--- src/rtl/hex_led_pkg.sv ---
// Shared constants for the hex/LED bring-up block: segment table,
// decimal-point levels and the display-mode encoding.
package hex_led_pkg;

  // Display source selected by iMODE.
  typedef enum logic {
    MODE_SELFTEST = 1'b0,
    MODE_DATA     = 1'b1
  } mode_e;

  // Decimal point is active-low like the segments.
  localparam logic DP_ON  = 1'b0;
  localparam logic DP_OFF = 1'b1;

  // Active-low segment patterns {g,f,e,d,c,b,a}, indexed by hex value.
  // Entry 15 is leftmost.
  localparam logic [15:0][6:0] SEG_LUT = {
    7'h0E, 7'h06, 7'h21, 7'h46,   // F E d C
    7'h03, 7'h08, 7'h10, 7'h00,   // b A 9 8
    7'h78, 7'h02, 7'h12, 7'h19,   // 7 6 5 4
    7'h30, 7'h24, 7'h79, 7'h40    // 3 2 1 0
  };

  // Pattern shown while reset is held: digit 0 with the dp dark.
  localparam logic [7:0] HEX_RESET = {DP_OFF, 7'h40};

  // The dp marks data mode so the two displays can be told apart.
  function automatic logic dp_for(input mode_e mode);
    return (mode == MODE_DATA) ? DP_ON : DP_OFF;
  endfunction

endpackage

--- src/rtl/seg7_decode.sv ---
// Combinational 4-bit value to active-low seven-segment pattern.
module seg7_decode
  import hex_led_pkg::*;
(
  input  logic [3:0] value,
  output logic [6:0] seg
);

  // Straight table lookup; no state.
  always_comb begin
    seg = SEG_LUT[value];
  end

endmodule

--- config.mk ---
export PLATFORM = sky130hd
export DESIGN_NAME = seg7_decode
export DESIGN_NICKNAME = d
export VERILOG_FILES = /design/src/rtl/hex_led_pkg.sv /design/src/rtl/seg7_decode.sv
export SDC_FILE = /design/constraint.sdc
export NUM_CORES = 1
export LEC_CHECK = 0
export ABC_AREA = 1
export CAP_MARGIN = 30
export CORE_AREA = 2 2 39 41
export DETAILED_ROUTE_END_ITERATION = 7
export DIE_AREA = 0 0 41 43
export PLACE_DENSITY_LB_ADDON = 0.12
export SLEW_MARGIN = 10
export SYNTH_ARGS = -nofsm -noshare
export SYNTH_HDL_FRONTEND = slang
export SYNTH_SLANG_ARGS = --single-unit
export TNS_END_PERCENT = 20
--- constraint.sdc ---
create_clock -name vclk -period 1.9
set_input_delay 0.475 -clock vclk [all_inputs]
set_output_delay 0.475 -clock vclk [all_outputs]
set_load 0.005 [all_outputs]
==> out/qor.txt <==
================================================================================
Result of the run                                                   finished, final reports clean
Final worst path period share                                              96.9%
Portion of total power attributed to sequential cells                         0%
Avg Inst Size Synth                                                     5.59 um2
Total nets after synthesis                                                    60
Switching power summed over all nets                                   0.0467 mW
Switching share of power                                                   51.6%
Post-synthesis compound-gate area fraction                                 6.85%
Peak supply drop                                                         61.1 uV
Rows                                                                          14
Commonest non-fill, non-tap cells in the layout                     nand2_1, nand3_1, inv_2
Combined area of all synthesized cells                                   274 um2
Half-perimeter wire length after placement                                595 um
Leading post-synthesis cells by cell area                           ha_1, nand2_1, nand3_1
Post-synthesis simple-gate area fraction                                   45.7%
Critical Path RT                                                         1420 ps
Via count of the routed design                                               338
Number of buffers inserted by post-CTS setup repair                            0
Area added between synthesis and finish                                    65.3%
Count of endpoints failing hold in the final timing report                     0
Area taken by multi-input logic gates                                    272 um2
Count of warnings emitted by yosys                                             0
Detail-routed net length per standard cell                               9.88 um
Mux share of post-synthesis cell area                                         0%
Final worst path period need                                             1840 ps
Post-route total power                                                 0.0906 mW
IO Count                                                                      11
Die Outline Area                                                        1760 um2
Slowest Stage Delay on Critical Path                                      200 ps
Type of the worst setup path                                              in2out
Post-synthesis cell count                                                     49
Worst setup SP type                                                   input port
Least-Margin Pin Slew                                                     186 ps
Height of the die                                                          43 um
CP arrival                                                               1370 ps
Remaining design rule violation count                                          0
Maximum number of pins on one net before global-route repair                  10
Combinational fraction of design power                                    100.0%
Maximum Capacitance Violations                                                 0
Routed wire length                                                        790 um
Crit path max-delay cell type                                       clkdlybuf4s15_2
Antenna Cells                                                                  0
Pleak                                                                   0.250 nW
Power density over the cells                                          200 nW/um2
Top-area cell type share of the netlist area                               32.0%
Fraction of final layout cells with drive strength greater than 1          39.1%
Routability-driven placement congestion ratio                              0.706
Most frequent CP cell                                                    nand2_1
Dominant combinational cell family by area after synthesis          simple AND/OR/NAND/NOR gates
FFs & Latches                                                                  0
Setup repair after global routing missed its margin                        false
Critical path capture point type                                    primary output
Die W                                                                      41 um
Worst-case headroom to the max-slew limit                                  87.6%
Number of nets in the finished design                                         77
Xor/xnor share of the synthesized area                                        0%
Final global-route overflow total                                              0
Critical path origin                                                    value[1]
Initial drt markers                                                            0
Final Core Density                                                         32.7%
Initial antenna violation count                                                0
Achievable clock frequency                                             0.543 GHz
Via count of the first global-routing pass                                   294
Count of input and output buffers                                             11
Library cell with the largest summed area after synthesis                   ha_1
Number of inserted filler cells in the final layout                          173
Post-Synth Adder-Cell Area                                                 32.0%
Final-report max-slew violation count                                          0
Highest fanout seen on the critical path                                       3
Endpoint of the most critical setup path                                  seg[3]
Via-to-Cell Ratio                                                           4.23
Total routing usage reported by global routing                             9.69%
Internal                                                               0.0439 mW
Hold Crit Class                                                           in2out
Routed Antenna Nets                                                            0
First-pass GRT wire length                                               1.26 mm
Synth unique cells                                                            10
1st-pass router iterations                                                     1
Setup-failing EPs final                                                        0
Total core area                                                         1380 um2
Crit path cell chain                                                buf_2 -> buf_4 -> ha_1 -> nand2_1 -> nand2_1 -> nand2_1 -> nand2_1 -> clkdlybuf4s15_2
Share of the yosys chip area belonging to registers                           0%
Setup total negative slack                                                  0 ps
Register Area                                                              0 um2
Number of clock buffer instances in the layout                                 0
Most common library cell in the layout ignoring fill and taps            nand2_1
Initial standard-cell utilization of the core                              19.8%
Clock group share of total power                                              0%
================================================================================
repair_timing:
action | CTS | global route
hold buffers | 0 | 0
pin swaps | 1 | 0
setup endpoints to repair | 7 | 5
resized for setup | 37 | 5
power groups by stage:
stage | Combinational (mW) | Sequential, mW | Clock (mW)
after floorplan | 0.0420 | 0 | 0
after global placement | 0.0932 | 0 | 0
after detailed placement | 0.0921 | 0 | 0
after CTS | 0.0909 | 0 | 0
after global routing | 0.102 | 0 | 0
final | 0.0906 | 0 | 0
critical path, delay by kind of cell:
family        cells  cell delay [ps]
simple gates      4              240
fa+ha+maj         1              170
buf+inv           3              480
metrics by stage:
stage          cells  worst slack (ps)  instance area, um2  hold slack (ps)
2_1_floorplan     49               388                 274             1070
3_3_place_gp      80              -647                 433             2130
3_5_place_dp      80              -659                 433             2120
4_1_cts           80              19.6                 460             1460
5_1_grt           80              1.19                 453             1440
6_report          80              58.2                 453             1410
synth_stat cells:
cell type	number
buf_2	1
buf_6	1
ha_1	7
inv_1	6
inv_2	1
nand2_1	20
nand3_1	10
o21ai_0	1
o21ai_1	1
o21ai_2	1
metal layers:
layer / up-vias / routed length (um) / GRT usage (%)
li1: 183 / - / -
met1: 146 / 379 / 14.2
met2: 9 / 379 / 16.3
met3: 0 / 31 / 0
met4: 0 / 0 / 0
met5: - / 0 / 0
area by class of cell:
| cell class | count | area share (%) |
|---|---|---|
| tap | 16 | 4.42 |
| multi-input combinational | 40 | 59.9 |
| timing repair buffer | 17 | 29.8 |
| inverter | 7 | 5.80 |
cell families after synthesis:
group,Yosys count
fa+ha+maj,7
buf+inv,9
compound gates,3
simple gates,30
worst min-delay path by stage:
stage / from / endpoint / slack (ps) / cells past startpoint
2_1_floorplan: value[1] / seg[6] / 1070 / 3
3_3_place_gp: value[2] / seg[6] / 2130 / 6
3_5_place_dp: value[2] / seg[6] / 2120 / 6
4_1_cts: value[0] / seg[4] / 1460 / 6
5_1_grt: value[3] / seg[4] / 1440 / 4
6_report: value[3] / seg[4] / 1410 / 4
Power figures use the tool's default switching activity.
